**config.mk**
```make
export PLATFORM = sky130hd
export DESIGN_NAME = memshare_seq_walker
export DESIGN_NICKNAME = d
export VERILOG_FILES = /design/src/rtl/memShare_config_pkg.sv /design/src/rtl/memshare_seq_regfile.sv /design/src/rtl/memshare_seq_walker.sv
export SDC_FILE = /design/constraint.sdc
export NUM_CORES = 1
export LEC_CHECK = 0
export CORE_ASPECT_RATIO = 1.4
export CORE_MARGIN = 2
export CORE_UTILIZATION = 60
export CTS_CLUSTER_SIZE = 28
export DETAILED_ROUTE_END_ITERATION = 10
export GPL_TIMING_DRIVEN = 0
export PLACE_DENSITY_LB_ADDON = 0.12
export SLEW_MARGIN = 20
export SYNTH_ARGS = -nofsm -noshare
export SYNTH_HDL_FRONTEND = slang
export SYNTH_SLANG_ARGS = --single-unit
```
**constraint.sdc**
```tcl
create_clock -name sys_clk -period 2.48 [get_ports sys_clk]
set_input_delay 0.496 -clock sys_clk [delete_from_list [all_inputs] [get_ports sys_clk]]
set_output_delay 0.496 -clock sys_clk [all_outputs]
set_load 0.05 [all_outputs]
```
**src/rtl/memShare_config_pkg.sv**
```systemverilog
// Shared memShare configuration: sequence-walker state encoding, L1PA page layout
// and default sizing constants.
package memShare_config_pkg;

    localparam int RQST_BITWIDTH_DEF = 8;
    localparam int PAGE_NUM_DEF      = 64;
    localparam int SEQ_SIZE_DEF      = 4;
    localparam int SHIFT_W_DEF       = $clog2(RQST_BITWIDTH_DEF);
    localparam int DELTA_W_DEF       = SHIFT_W_DEF;

    typedef enum logic [1:0] {
        IDLE,
        RD,
        EMIT
    } seqw_state_e;

    // isGtr sits in the LSB so the page reads as {shift, delta, isGtr}
    typedef struct packed {
        logic [SHIFT_W_DEF-1:0] shift;
        logic [DELTA_W_DEF-1:0] delta;
        logic                   isGtr;
    } l1pa_page_t;

endpackage

```
**src/rtl/memshare_seq_regfile.sv**
```systemverilog
// Host-writable shift-pattern store: one write port, one registered read port.
// The read register only loads on rdEn, so a captured page holds until the next read.
module memshare_seq_regfile
    import memShare_config_pkg::*;
#(
    parameter int PAGE_NUM = PAGE_NUM_DEF,
    parameter int ADDR_W   = $clog2(PAGE_NUM),
    parameter int PAGE_W   = SHIFT_W_DEF + DELTA_W_DEF + 1
) (
    input  logic              sys_clk,
    input  logic              wrEn,
    input  logic [ADDR_W-1:0] wrAddr,
    input  logic [PAGE_W-1:0] wrData,
    input  logic              rdEn,
    input  logic [ADDR_W-1:0] rdAddr,
    output logic [PAGE_W-1:0] rdData_p1
);

    logic [PAGE_W-1:0] mem [PAGE_NUM];

    // Same-edge read of a location being written returns the old contents
    always_ff @(posedge sys_clk) begin
        if (wrEn) begin
            mem[wrAddr] <= wrData;
        end
        if (rdEn) begin
            rdData_p1 <= mem[rdAddr];
        end
    end

endmodule

```
**src/rtl/memshare_seq_walker.sv**
```systemverilog
// memShare control path: walks a stored L1PA shift-pattern sequence per request,
// emitting one accumulated shift beat per page under valid/ready backpressure.
module memshare_seq_walker
    import memShare_config_pkg::*;
#(
    parameter int RQST_BITWIDTH = RQST_BITWIDTH_DEF,
    parameter int PAGE_NUM      = PAGE_NUM_DEF,
    parameter int ADDR_W        = $clog2(PAGE_NUM),
    parameter int SHIFT_W       = $clog2(RQST_BITWIDTH),
    parameter int DELTA_W       = SHIFT_W,
    parameter int SEQ_SIZE      = SEQ_SIZE_DEF,
    parameter int PAGE_W        = SHIFT_W + DELTA_W + 1,
    localparam int IDX_W        = (SEQ_SIZE > 1) ? $clog2(SEQ_SIZE) : 1
) (
    input  logic                     sys_clk,
    input  logic                     rst,
    input  logic [RQST_BITWIDTH-1:0] rqst_flag_i,
    input  logic                     in_valid_i,
    output logic                     in_ready_o,
    output logic [SHIFT_W-1:0]       l1pa_shift_o,
    output logic [IDX_W-1:0]         seq_idx_o,
    output logic                     last_o,
    output logic                     out_valid_o,
    input  logic                     out_ready_i,
    output logic                     seq_ovf_o,
    input  logic [ADDR_W-1:0]        regType0_waddr_i,
    input  logic [PAGE_W-1:0]        regType0_wdata_i,
    input  logic                     regType0_we_i
);

    function automatic logic [SHIFT_W-1:0] wrapAdd(input logic [SHIFT_W-1:0] a,
                                                   input logic [SHIFT_W-1:0] b);
        return a + b;
    endfunction

    function automatic logic [ADDR_W-1:0] wrapAddr(input logic [ADDR_W-1:0] a);
        return (a == ADDR_W'(PAGE_NUM - 1)) ? '0 : a + 1'b1;
    endfunction

    seqw_state_e       state, stateNext;
    logic [SHIFT_W-1:0] acc, accNext;
    logic [IDX_W-1:0]   cnt, cntNext;
    logic [ADDR_W-1:0]  addr, addrNext;
    logic [ADDR_W-1:0]  flagAddr;
    logic [PAGE_W-1:0]  page_p1;
    logic [SHIFT_W-1:0] pageShift;
    logic [SHIFT_W-1:0] pageDelta;
    logic               pageIsGtr;
    logic               cntAtMax;
    logic               isLast;
    logic               emitting;

    generate
        if (RQST_BITWIDTH > ADDR_W) begin : g_flagTrim
            logic unusedFlagBits;
            assign flagAddr       = rqst_flag_i[ADDR_W-1:0];
            assign unusedFlagBits = ^rqst_flag_i[RQST_BITWIDTH-1:ADDR_W];
        end else begin : g_flagExt
            assign flagAddr = ADDR_W'(rqst_flag_i);
        end
    endgenerate

    // ---- RD -> EMIT: page captured once per beat ----
    memshare_seq_regfile #(
        .PAGE_NUM (PAGE_NUM),
        .ADDR_W   (ADDR_W),
        .PAGE_W   (PAGE_W)
    ) u_regfile (
        .sys_clk   (sys_clk),
        .wrEn      (regType0_we_i),
        .wrAddr    (regType0_waddr_i),
        .wrData    (regType0_wdata_i),
        .rdEn      (state == RD),
        .rdAddr    (addr),
        .rdData_p1 (page_p1)
    );

    assign pageShift = page_p1[PAGE_W-1 -: SHIFT_W];
    assign pageDelta = SHIFT_W'(page_p1[DELTA_W:1]);
    assign pageIsGtr = page_p1[0];
    assign cntAtMax  = (cnt == IDX_W'(SEQ_SIZE - 1));
    assign isLast    = !pageIsGtr || cntAtMax;

    always_ff @(posedge sys_clk) begin
        if (rst) begin
            state <= IDLE;
            acc   <= '0;
            cnt   <= '0;
            addr  <= '0;
        end else begin
            state <= stateNext;
            acc   <= accNext;
            cnt   <= cntNext;
            addr  <= addrNext;
        end
    end

    always_comb begin
        stateNext = state;
        accNext   = acc;
        cntNext   = cnt;
        addrNext  = addr;
        case (state)
            IDLE: begin
                if (in_valid_i) begin
                    addrNext  = flagAddr;
                    cntNext   = '0;
                    accNext   = '0;
                    stateNext = RD;
                end
            end
            RD: stateNext = EMIT;
            EMIT: begin
                if (out_ready_i) begin
                    if (isLast) begin
                        stateNext = IDLE;
                    end else begin
                        accNext   = wrapAdd(acc, pageDelta);
                        cntNext   = cnt + 1'b1;
                        addrNext  = wrapAddr(addr);
                        stateNext = RD;
                    end
                end
            end
            default: stateNext = IDLE;
        endcase
    end

    // Outputs are forced quiet for as long as rst is held, not just after its edge
    assign emitting     = (state == EMIT) && !rst;
    assign in_ready_o   = (state == IDLE) && !rst;
    assign out_valid_o  = emitting;
    assign l1pa_shift_o = emitting ? wrapAdd(pageShift, acc) : '0;
    assign seq_idx_o    = emitting ? cnt : '0;
    assign last_o       = emitting && isLast;
    assign seq_ovf_o    = emitting && pageIsGtr && cntAtMax;

endmodule

```
* After elaboration in Yosys (flattened, before gate mapping)
Memories as Yosys holds them, arrays and structs flattened. A register that Yosys moved wholly into a read port is not among the register bits. Index checks and enable logic that the tools add are counted.
Cells by class: $add $sub $neg 4, equality and inequality tests 7, multiplexer cells 21, reduce and logical (&&, ||, !) cells 12
Operators with widths (count):
- $mux W6 | 4
- $mux W2 | 6
- $mux W3 | 4
- $pmux W6 S2 | 1
- $add A3 B3 Y3 | 2
- $add A6 B1 Y6 const B | 1
- $eq A6 B6 Y1 const B | 1
- $ne A2 B2 Y1 const B | 3
- $pmux W2 S3 | 1
- $pmux W3 S2 | 1
- $logic_and A1 B1 Y1 | 5
- $eq A2 B2 Y1 const B | 2
- $pmux W2 S2 | 1
- $reduce_and A4 Y1 | 1
- $mux W1 | 3
- $add A2 B1 Y2 const B | 1
- $eq A2 B1 Y1 const B | 1
- $logic_not A1 Y1 | 2
- $logic_not A2 Y1 | 1
- $reduce_and A2 Y1 | 1
- $reduce_bool A2 Y1 | 1
- $logic_or A1 B1 Y1 | 1
Storage, ports and cells: register bits 13, bits in writable memories 448, input port bits 26, output and inout port bits 9, logic and storage cells 49, memories kept 1
Memories:
- u_regfile.mem | words 64, width 7, rd ports 1, clocked after memory_dff 1, wr ports 1, RTL line memshare_seq_regfile.sv:19 | logic [PAGE_W-1:0] mem [PAGE_NUM];

* Depth between registers and ports, before layout
Gate-level depths: netlist (run 1).
word-level depth 5, gate-level depth with buffers 9, gate-level depth less buffers 6

* By module
A second synthesis (run 1) with hierarchy kept.
Unflattened totals: cell total of the unflattened synthesis 935, area, all modules 18562.8 um^2
By module, submodules not included:
- memshare_seq_regfile | instances 1, cells each 827, area an instance 17705.7 um^2, sequential area each 13663.1 um^2
- memshare_seq_walker | instances 1, cells each 108, area an instance 857.1 um^2, sequential area each 260.2 um^2

* Worst setup path before layout (run 1)
OpenSTA, ideal clock, no wires.
kind register to output, start register state[1], end output seq_ovf_o, data arrival time 2.242 ns, required time 1.984 ns, slack -0.258 ns, stages on the path, launching flop included 6, buffers on the path 2, cell sequence dfxtp_1 > clkbuf_1 > nand2b_1 > clkbuf_1 > nor2_1 > and3_1
On the way: word-level cells in the longest chain between the ends 4
RTL lines:
- start: declaration | RTL line memshare_seq_walker.sv:40 | seqw_state_e state, stateNext;
- start signal: assignment | RTL line memshare_seq_walker.sv:91 | state <= stateNext;
- $eq A2 B2 Y1 | RTL line memshare_seq_walker.sv:130 | assign emitting = (state == EMIT) && !rst;
- $logic_and A1 B1 Y1 | RTL line memshare_seq_walker.sv:130
- named net out_valid_o | RTL line memshare_seq_walker.sv:23 | output logic out_valid_o,
- $logic_and A1 B1 Y1 (2 in a row) | RTL line memshare_seq_walker.sv:136 | assign seq_ovf_o = emitting && pageIsGtr && cntAtMax;
- end: declaration | RTL line memshare_seq_walker.sv:25 | output logic seq_ovf_o,
The timed path passes the listed nets, and every way through them passes these cells.

* Final worst setup path (run 1)
start input regType0_we_i, end memory u_regfile.mem[62][1] (netlist name), enable pin
On the way: word-level cells in the longest chain between the ends 2
RTL lines:
- start: declaration | RTL line memshare_seq_walker.sv:28 | input logic regType0_we_i
- $mux W1 | RTL line memshare_seq_regfile.sv:23 | if (wrEn) begin
- $mux W1 (implied by the code) | RTL line memshare_seq_regfile.sv:24 | mem[wrAddr] <= wrData;
- end: declaration | RTL line memshare_seq_regfile.sv:19
No other way between the ends.

==> qor.log, run 1 <==
[critical_path] maximum fanout count along the critical path 7
[routing] DR vias 9396
[die] number of standard-cell rows in the floorplan 76
[routing] number of detailed-route iterations in the first pass 5
[clock_tree] Clock Sink Count 468
[sta] FMAX 390 MHz
[die] Die Y 212 um
[global_routing] maximum number of pins on one net before global-route repair 65
[worst_hold_path] Min-Delay Path Class in -> reg
[routing] DR DRC count 0
[critical_path] startpoint class of the critical path primary input
[critical_path] kind of cell adding the most delay to the critical path simple AND/OR/NAND/NOR gates
[placed_design] Worst Setup Slack post-DPL -0.585 ns
[sta] max_slew headroom 37.0%
[critical_path] Worst EP required 2.64 ns
[synthesis] top cells by area, synth edfxtp_1 74%, mux4_2 12%, nor2_1 1.9%, dfxtp_1 1.4%, mux2i_1 1.3%
[sta] worst setup skew after layout 0.0198 ns
[synthesis] mean instance size in the synthesized netlist 19.8 sq um
[die] Top Ports 35
[critical_path] reg2reg setup slack 0.04 ns
[critical_path] category of the worst setup path capture point flop
[critical_path] worst path bufs/invs 1
[power] total power of the final layout 16200 uW
[critical_path] start-to-end type of the worst setup path in -> reg
[synthesis] proportion of synthesized flip-flops having asynchronous set or reset 0%
[synthesis] number of synthesized flops with an enable pin 455
[synthesis] Post-Syn Instances 937
[power] pwr/cell area 776 nW/um^2
[die] Core Box Area 30600 sq um
[sta] clock period minus final worst setup slack 2.57 ns
[synthesis] sequential share of the synthesized area 75.0%
[routing] number of nets still failing antenna checks after routing 0
[global_routing] All-Layer GR Usage 26.3%
[sta] worst path setup slack after routing -0.0870 ns
[sta] Hold WS 0.418 ns
[critical_path] stage delay of the slowest cell on the critical path 0.80 ns
[sta] Hold Vio Cnt, Final 0
[clock_tree] latest clock arrival within the worst-skew pair 0.55 ns
[run_status] run status complete, but fails checks
[synthesis] leading register cell type out of synthesis edfxtp_1
[critical_path] FF-to-FF Start addr[0]
[synthesis] top cell type's share of synthesized area 73.6%
[synthesis] count of different cell masters after synthesis 50
[cells_and_area] share of cells above drive strength 1 26.2%
[cells_and_area] leading cell type in the layout, fill and taps excluded edfxtp_1
[cells_and_area] leading cell types in the layout, fill and taps excluded 455 x edfxtp_1, 99 x mux4_2, 86 x nor2_1
[placed_design] Cells after DPL 1358
[clock_tree] clock tree from TritonCTS yes
[critical_path] arrival time of data at the critical path endpoint 2.73 ns
[sta] final setup fails 24
[run] max-capacitance violation count 0
[synthesis] syn_nets 969
[cells_and_area] number of nets in the layout 1043
[clock_tree] cell chosen for the clock root clkbuf_16
[global_routing] initial antenna violation count 0
[placed_design] post-DP HPWL 26700 um
[synthesis] Post-Syn Area 18600 sq um
[placed_design] Buffers on Ports 26
[critical_path] cell breakdown of the critical path clkdlybuf4s50_1 -> nor2b_1 -> nand3_1 -> nor2_1
[clock_tree] worst-case clock buffer depth 3
[die] Die X-Extent 153 um
[routing] detailed-route vias per instance 6.58
[clock_tree] cts bufs inserted 42
[routing] wire length per cell 29.0 um
[cells_and_area] flip-flop and latch area 13900 sq um
[cells_and_area] antenna diode count 0
[synthesis] synthesis warning total 0
[sta] setup repair after global routing missed its margin yes
[clock_tree] post-CTS setup buffer count 0
[routing] violation count after the first detailed-routing iteration 865
[power] total leakage power 0.00645 uW
[run_status] failing checks setup timing
[critical_path] worst setup path startpoint regType0_we_i
[routing] final wirelength 41400 um
[critical_path] Critical Path Stages 4
[sta] final cycle utilization of the critical path 104%
[die] die area 32400 sq um
[power] worst voltage drop across the vdd grid 0.000713 V
[sta] actual transition at the worst max-transition pin 0.942 ns
[critical_path] Critical-path top delay cell nor2_1
[sta] number of pins with negative max-slew slack in the final report 0
[global_routing] grt ovf 0
[global_routing] via count of the first global-routing pass 9495
[cells_and_area] area used by multi-input combinational logic 4470 sq um
[cells_and_area] final-layout fill cell count 1985
[critical_path] end point of the critical path u_regfile.mem[62][1]
[synthesis] cell type contributing the most total cell area after synthesis edfxtp_1
[clock_tree] maximum level of the CTS H-tree 2
[clock_tree] clock transition at the registers of the reported paths 0.06 ns
[clock_tree] count of hold-fix buffers inserted at cts 0
[die] starting density of the core 60.6%
[critical_path] critical register-to-register path endpoint u_regfile.rdData_p1[5]
[cells_and_area] final standard cell count with taps included and fillers excluded 1428
[cells_and_area] relative area change from synthesis to final layout 12.6%
[critical_path] length in cells of the worst reg-to-reg path 7
[placed_design] routability congestion estimate 0.977
[synthesis] register bit count reported by yosys 468
[global_routing] first-pass GRT wire length 61500 um
## flip-flops by register name, summed over array words and instances (netlist names)
register             count
u_regfile.mem          448
u_regfile.rdData_p1      7
addr                     6
acc                      3
cnt                      2
state                    2
## routing by layer
metal  routed length, um  global-route usage [%]  vias up
met4                1560                    10.6        0
met2               20800                    43.7      462
li1                    -                       -     3995
met1               16000                    35.7     4849
met3                3100                    4.18       90
met5                   0                       0        -
## kinds of logic after synthesis
kind of cell    count (synthesis)  share of synthesized area [%]
simple gates                  161                           3.87
fa+ha+maj                       6                          0.485
flops                         468                           75.0
compound gates                 89                           3.36
buf+inv                        63                           1.83
mux                           147                           15.3
xor+xnor                        3                          0.142
## power by group
group          switching, uW  internal, uW  total, uW
clock                   2670          3300       5960
sequential              27.3          8750       8780
combinational            862           615       1480
total                   3550         12700      16200
## cell type report
cell class	count	area share [%]
plain buffers	53	2.00
well taps	390	2.33
inverters	9	0.162
clock inverters	14	0.311
repair buffers	31	1.58
clock buffers	57	5.60
multi-input cells	406	21.4
flip-flops and latches	468	66.6
## cell usage after synthesis, drive strengths merged (9+ instances only)
library cell / instances
o21ai: 19
mux2: 16
nor2: 95
buf: 34
nand3: 10
dfxtp: 13
o22ai: 13
inv: 9
clkbuf: 20
mux4: 106
nor3: 14
nand2: 12
mux2i: 25
a211oi: 13
edfxtp: 455
## worst min path at each step
| stage | from | end | cells past startpoint |
|---|---|---|---|
| 2_1_floorplan | cnt[0] | cnt[0] | 1 |
| 3_3_place_gp | cnt[0] | cnt[0] | 1 |
| 3_5_place_dp | cnt[0] | cnt[0] | 1 |
| 4_1_cts | regType0_wdata_i[3] | u_regfile.mem[50][3] | 1 |
| 5_1_grt | regType0_wdata_i[3] | u_regfile.mem[50][3] | 1 |
| 6_report | regType0_wdata_i[3] | u_regfile.mem[50][3] | 1 |
## stage by stage
stage	util, %	instance area, sq um	TNS [ns]
finish	68.3	20900	-0.877
global route	68.3	20900	-3.95
CTS	67.8	20800	-0.0374
detailed placement	63.4	19400	-162.23
global placement	63.1	19300	-410.96
floorplan	-	18600	-0.0157
## timing repair
action / in CTS / in global routing
pin swaps: 2 / 4
setup endpoints to repair: 23 / 107
gates resized for setup: 88 / 45
hold endpoints to repair: 0 / 0
Note: power is estimated with default switching activity, not from simulation.
==> run 2: changes to the inputs <==
- SLEW_MARGIN: 20 -> not set
==> qor.log, run 2 (synthesis gave the netlist of run 1 again) <==
[worst_hold_path] min-delay src regType0_wdata_i[2]
[clock_tree] post-CTS setup buffer count 0
[cells_and_area] flip-flop count of the largest register after layout 448
[global_routing] met2 track demand over resource 42.9%
[critical_path] cell breakdown of the critical path clkdlybuf4s50_1 -> nor2b_1 -> nand3_1 -> nor2_1
[worst_hold_path] end point of the most critical hold path u_regfile.mem[51][2]
[sta] total negative setup slack -4.21 ns
[clock_tree] latest clock arrival within the worst-skew pair 0.55 ns
[cells_and_area] leading cell types in the layout, fill and taps excluded 455 x edfxtp_1, 99 x mux4_2, 84 x nor2_1
[cells_and_area] number of nets in the layout 1045
[global_routing] first-pass GRT wire length 61200 um
[global_routing] busiest grt layer met2
[die] starting density of the core 60.6%
[routing] final wirelength 41300 um
[critical_path] Worst EP required 2.65 ns
[die] Core Box Area 30600 sq um
[global_routing] initial antenna violation count 0
[placed_design] routability congestion estimate 0.977
[run] max-capacitance violation count 0
[clock_tree] cts bufs inserted 43
[global_routing] maximum number of pins on one net before global-route repair 62
[routing] detailed-route vias per instance 6.51
[cells_and_area] Regs by FF count u_regfile.mem: 448 flops, u_regfile.rdData_p1: 7 flops, addr: 6 flops
[placed_design] Buffers on Ports 26
[cells_and_area] share of cells above drive strength 1 26.8%
[sta] clock period minus final worst setup slack 2.63 ns
[global_routing] met1 GRT Util 36.2%
[clock_tree] clock tree from TritonCTS yes
[critical_path] start-to-end type of the worst setup path in -> reg
[critical_path] maximum fanout count along the critical path 7
[clock_tree] cell chosen for the clock root clkbuf_16
[critical_path] critical register-to-register path endpoint u_regfile.rdData_p1[6]
[critical_path] category of the worst setup path capture point flop
[global_routing] All-Layer GR Usage 26.2%
[critical_path] arrival time of data at the critical path endpoint 2.80 ns
[critical_path] Critical-path top delay cell nor2_1
[global_routing] grt ovf 0
[worst_hold_path] Min-Delay Path Class in -> reg
[routing] number of nets still failing antenna checks after routing 0
[sta] Hold Vio Cnt, Final 0
[routing] DR DRC count 0
[clock_tree] maximum level of the CTS H-tree 2
[global_routing] via count of the first global-routing pass 9336
[worst_hold_path] cell depth of the worst min-delay path 1
[critical_path] kind of cell adding the most delay to the critical path simple AND/OR/NAND/NOR gates
[routing] number of detailed-route iterations in the first pass 6
[clock_tree] Clock Sink Count 468
[sta] worst setup skew after layout 0.0144 ns
[routing] wire length per cell 28.8 um
[die] number of standard-cell rows in the floorplan 76
[sta] final cycle utilization of the critical path 106%
[sta] setup repair after global routing missed its margin yes
[sta] worst path setup slack after routing -0.147 ns
[sta] FMAX 381 MHz
[cells_and_area] relative area change from synthesis to final layout 13.3%
[cells_and_area] leading cell type in the layout, fill and taps excluded edfxtp_1
[sta] max_slew headroom 24.0%
[die] Top Ports 35
[cells_and_area] register with the most flip-flops u_regfile.mem
[routing] violation count after the first detailed-routing iteration 1034
[cells_and_area] final standard cell utilization of the core 68.7%
[power] worst voltage drop across the vdd grid 0.000714 V
[clock_tree] clock transition at the registers of the reported paths 0.06 ns
[critical_path] FF-to-FF Start addr[0]
[run_status] run status complete, but fails checks
[placed_design] post-DP HPWL 26900 um
[global_routing] GR Layer Usage met3 4.55%
[die] die area 32400 sq um
[critical_path] reg2reg setup slack 0.02 ns
[sta] actual transition at the worst max-transition pin 1.13 ns
[die] Die Y 212 um
[critical_path] startpoint class of the critical path primary input
[power] pwr/cell area 789 nW/um^2
[run_status] failing checks setup timing
[clock_tree] worst-case clock buffer depth 3
[sta] number of pins with negative max-slew slack in the final report 0
[routing] DR vias 9346
[die] Die X-Extent 153 um
[sta] final setup fails 36
[critical_path] worst path bufs/invs 1
[critical_path] length in cells of the worst reg-to-reg path 7
[critical_path] stage delay of the slowest cell on the critical path 0.79 ns
[power] total leakage power 0.00649 uW
==> run 2: cell count changes in the layout (fill, tap and decap cells not counted), moves of 2 or more <==
cell / previous run / this run
nor3_1: 3 / 5
nor2_1: 86 / 84
clkinv_1: 7 / 9
nor3_2: 11 / 9
buf_8: 3 / 6
mux2i_4: 2 / 4
buf_4: 8 / 6
buf_16: 2 / 0
clkbuf_8: 0 / 2
clkbuf_1: 28 / 26
bufinv_16: 0 / 2
==> run 2: routing by layer <==
layer | vias up | wire, um
li1 | 4007 | -
met1 | 4797 | 15800
met2 | 451 | 20500
met3 | 91 | 3340
met4 | 0 | 1560
met5 | - | 0
==> run 2: area by class of cell <==
class / instances / area (sq um)
sequential: 468 / 13900
fill: 1940 / 9590
multi-input combinational: 406 / 4490
clock buffer: 57 / 1190
tap: 390 / 488
buffer: 52 / 399
timing repair buffer: 33 / 350
clock inverter: 20 / 149
inverter: 9 / 33.8
antenna: 1 / 2.50
==> run 2: worst max-delay path by stage <==
stage                             start                   end  slack [ns]  cells past startpoint
floorplan                      state[1]             seq_ovf_o       -0.02                      5
global placement    regType0_wdata_i[1]   u_regfile.mem[0][1]       -0.73                      1
detailed placement        regType0_we_i   u_regfile.mem[6][0]       -0.60                      4
CTS                              acc[0]       l1pa_shift_o[2]       -0.04                      7
global route              regType0_we_i  u_regfile.mem[30][3]       -0.17                      4
finish                    regType0_we_i  u_regfile.mem[30][6]       -0.15                      4
==> run 2: timing repair <==
action / 4_1_cts / 5_1_grt
endpoints found under the setup margin: 34 / 96
gates resized for setup: 86 / 44
hold buffers: 0 / 0
pin swaps: 2 / 3
==> run 2: power breakdown <==
part	total (uW)	leakage (uW)	internal, uW	switching, uW
clock	6340	0.000655	3590	2750
sequential	8780	0.00420	8750	26.7
combinational	1480	0.00163	615	863
==> run 2: per-stage QoR <==
step | hold slack [ns] | worst slack [ns] | power [uW] | area [sq um] | std cells
2_1_floorplan | 0.458 | -0.0157 | 9780 | 18600 | 937
3_3_place_gp | 0.497 | -0.734 | 10300 | 19300 | 1353
3_5_place_dp | 0.506 | -0.603 | 10300 | 19400 | 1360
4_1_cts | 0.194 | -0.0412 | 16600 | 20900 | 1436
5_1_grt | 0.207 | -0.171 | 17000 | 21000 | 1435
6_report | 0.212 | -0.147 | 16600 | 21000 | 1436
==> run 3: changes to the inputs <==
- ABC_AREA: not set -> 1
- CAP_MARGIN: not set -> 10
- REMOVE_ABC_BUFFERS: not set -> 1
==> qor.log, run 3 <==
[run_status] run status finished clean
[global_routing] maximum number of pins on one net before global-route repair 85
[worst_hold_path] Min-Delay Path Class in -> reg
[synthesis] number of synthesized flops with an enable pin 455
[sta] max_slew headroom 35.8%
[routing] violation count after the first detailed-routing iteration 1225
[synthesis] most common cell in the synthesized netlist nand2_1
[sta] final cycle utilization of the critical path 98.7%
[power] total power of the final layout 18700 uW
[global_routing] first-pass GRT wire length 68600 um
[global_routing] initial antenna violation count 0
[sta] FMAX 409 MHz
[cells_and_area] register with the most flip-flops u_regfile.mem
[synthesis] proportion of synthesized flip-flops having asynchronous set or reset 0%
[synthesis] count of different cell masters after synthesis 32
[synthesis] top cells by area, synth edfxtp_1 70%, nand2_1 11%, nand3_1 10%, buf_2 1.3%, dfxtp_1 1.3%
[synthesis] cell type contributing the most total cell area after synthesis edfxtp_1
[routing] wire length per cell 21.4 um
[power] total leakage power 0.00783 uW
[cells_and_area] share of cells above drive strength 1 10.1%
[die] Core Box Area 32200 sq um
[cells_and_area] flip-flop count of the largest register after layout 448
[cells_and_area] final standard cell utilization of the core 67.7%
[sta] final setup fails 0
[routing] detailed-route vias per instance 5.86
[critical_path] category of the worst setup path capture point flop
[critical_path] start-to-end type of the worst setup path in -> reg
[sta] total negative setup slack 0 ns
[critical_path] startpoint class of the critical path primary input
[placed_design] Buffers on Ports 32
[synthesis] Post-Syn Instances 1706
[routing] number of nets still failing antenna checks after routing 0
[clock_tree] latest clock arrival within the worst-skew pair 0.55 ns
[cells_and_area] relative area change from synthesis to final layout 12.1%
[placed_design] area post-placement 20000 sq um
[sta] Hold Vio Cnt, Final 0
[sta] setup repair after global routing missed its margin yes
[die] Die X-Extent 156 um
[die] die area 33900 sq um
[clock_tree] clock tree from TritonCTS yes
[cells_and_area] antenna diode count 0
[die] starting density of the core 60.4%
[die] Die Y 217 um
[routing] DR vias 12700
[synthesis] Post-Syn Area 19500 sq um
[cells_and_area] leading cell types in the layout, fill and taps excluded 586 x nand2_1, 455 x edfxtp_1, 390 x nand3_1
[clock_tree] worst-case clock buffer depth 3
[cells_and_area] number of nets in the layout 1755
[sta] worst setup skew after layout 0.0161 ns
[synthesis] synthesis warning total 0
[synthesis] most numerous cell types in the synthesized netlist 586 x nand2_1, 455 x edfxtp_1, 390 x nand3_1, 67 x nor2_1, 52 x buf_2
[cells_and_area] final instance area 21800 sq um
[clock_tree] Clock Sink Count 468
[global_routing] via count of the first global-routing pass 12100
[sta] number of pins with negative max-slew slack in the final report 0
[sta] actual transition at the worst max-transition pin 0.954 ns
[routing] DR DRC count 0
[cells_and_area] leading cell type in the layout, fill and taps excluded nand2_1
[clock_tree] count of hold-fix buffers inserted at cts 0
[critical_path] maximum fanout count along the critical path 9
[sta] clock period minus final worst setup slack 2.45 ns
[clock_tree] cts bufs inserted 43
[placed_design] post-DP HPWL 25700 um
[die] number of standard-cell rows in the floorplan 78
[synthesis] mean instance size in the synthesized netlist 11.4 sq um
[synthesis] leading register cell type out of synthesis edfxtp_1
[critical_path] arrival time of data at the critical path endpoint 2.62 ns
[global_routing] grt ovf 0
[power] worst voltage drop across the vdd grid 0.000658 V
[power] pwr/cell area 857 nW/um^2
[clock_tree] clock transition at the registers of the reported paths 0.07 ns
[synthesis] sequential share of the synthesized area 71.5%
[clock_tree] cell chosen for the clock root clkbuf_16
[run] max-capacitance violation count 0
[clock_tree] maximum level of the CTS H-tree 2
[placed_design] routability congestion estimate 0.789
[routing] final wirelength 46100 um
[cells_and_area] Regs by FF count u_regfile.mem: 448 flops, u_regfile.rdData_p1: 7 flops, addr: 6 flops
[routing] number of detailed-route iterations in the first pass 6
[synthesis] top cell type's share of synthesized area 70.2%
[global_routing] All-Layer GR Usage 27.3%
[die] Top Ports 35
[critical_path] Worst EP required 2.66 ns
[synthesis] register bit count reported by yosys 468
run 3: cell count changes after synthesis, moves of 8 or more:
cell	delta
nor4_1	+8
buf_2	+37
mux4_2	-99
inv_1	+16
nor3_1	-11
a211oi_1	-13
nor2_1	-28
o22ai_1	-13
mux2i_1	-25
mux2_2	-16
nand2_1	+574
o21ai_0	-13
nand3_1	+380
nor2b_1	-8
run 3: power by group:
group          switching [uW]  internal, uW
logic                    2220           985
clock network            2810          3710
registers                 171          8800
run 3: layout make-up:
cell class	count	area [sq um]
Tap cell	400	500
Multi-Input combinational cell	1105	4950
Timing Repair inverter	1	7.51
Sequential cell	468	13900
Timing Repair Buffer	74	895
Fill cell	2294	10400
Clock inverter	32	295
Inverter	30	139
Clock buffer	47	1090
run 3: timing repair:
action,in CTS,in global routing
gates resized for setup,69,26
setup buffers,14,8
cloned,3,1
endpoints found under the setup margin,344,176
pin swaps,3,3
run 3: kinds of logic after synthesis:
kind of cell    share of synthesized area, %
buf+inv                                 3.59
fa+ha+maj                              0.463
xor+xnor                               0.180
compound gates                         0.752
flops                                   71.5
simple gates                            23.5
run 3: worst max-delay path: stages:
cell and delay [ns]:
clkdlybuf4s50_1 0.71, nand4_1 0.64, nor2_1 0.77
run 3: final timing paths:
path / endpoint / slack (ns) / startpoint / cells after the start
worst min-delay path: u_regfile.mem[2][6] / 0.36 / regType0_wdata_i[6] / 1
worst min register to register: acc[0] / 0.48 / acc[0] / 2
worst max register to register: u_regfile.rdData_p1[3] / 0.11 / addr[1] / 10
worst max-delay path: u_regfile.mem[23][4] / 0.03 / regType0_waddr_i[0] / 3
run 3: through the flow:
| step | setup slack [ns] | std cells | hold WS (ns) |
|---|---|---|---|
| 3_3_place_gp | -13.24 | 2035 | 0.460 |
| 5_1_grt | -0.0395 | 2157 | 0.371 |
| 2_1_floorplan | -5.78 | 1603 | 0.447 |
| 4_1_cts | -0.133 | 2148 | 0.349 |
| 3_5_place_dp | -0.904 | 2052 | 0.475 |
| 6_report | 0.0325 | 2157 | 0.364 |
run 3: layer usage:
layer | global-route usage (%) | routed length (um) | vias to the layer above
met4 | 13.2 | 1890 | 0
met2 | 46.8 | 23800 | 504
met1 | 34.3 | 17300 | 6026
met3 | 3.94 | 3170 | 110
li1 | - | - | 6010
met5 | 0 | 0 | -
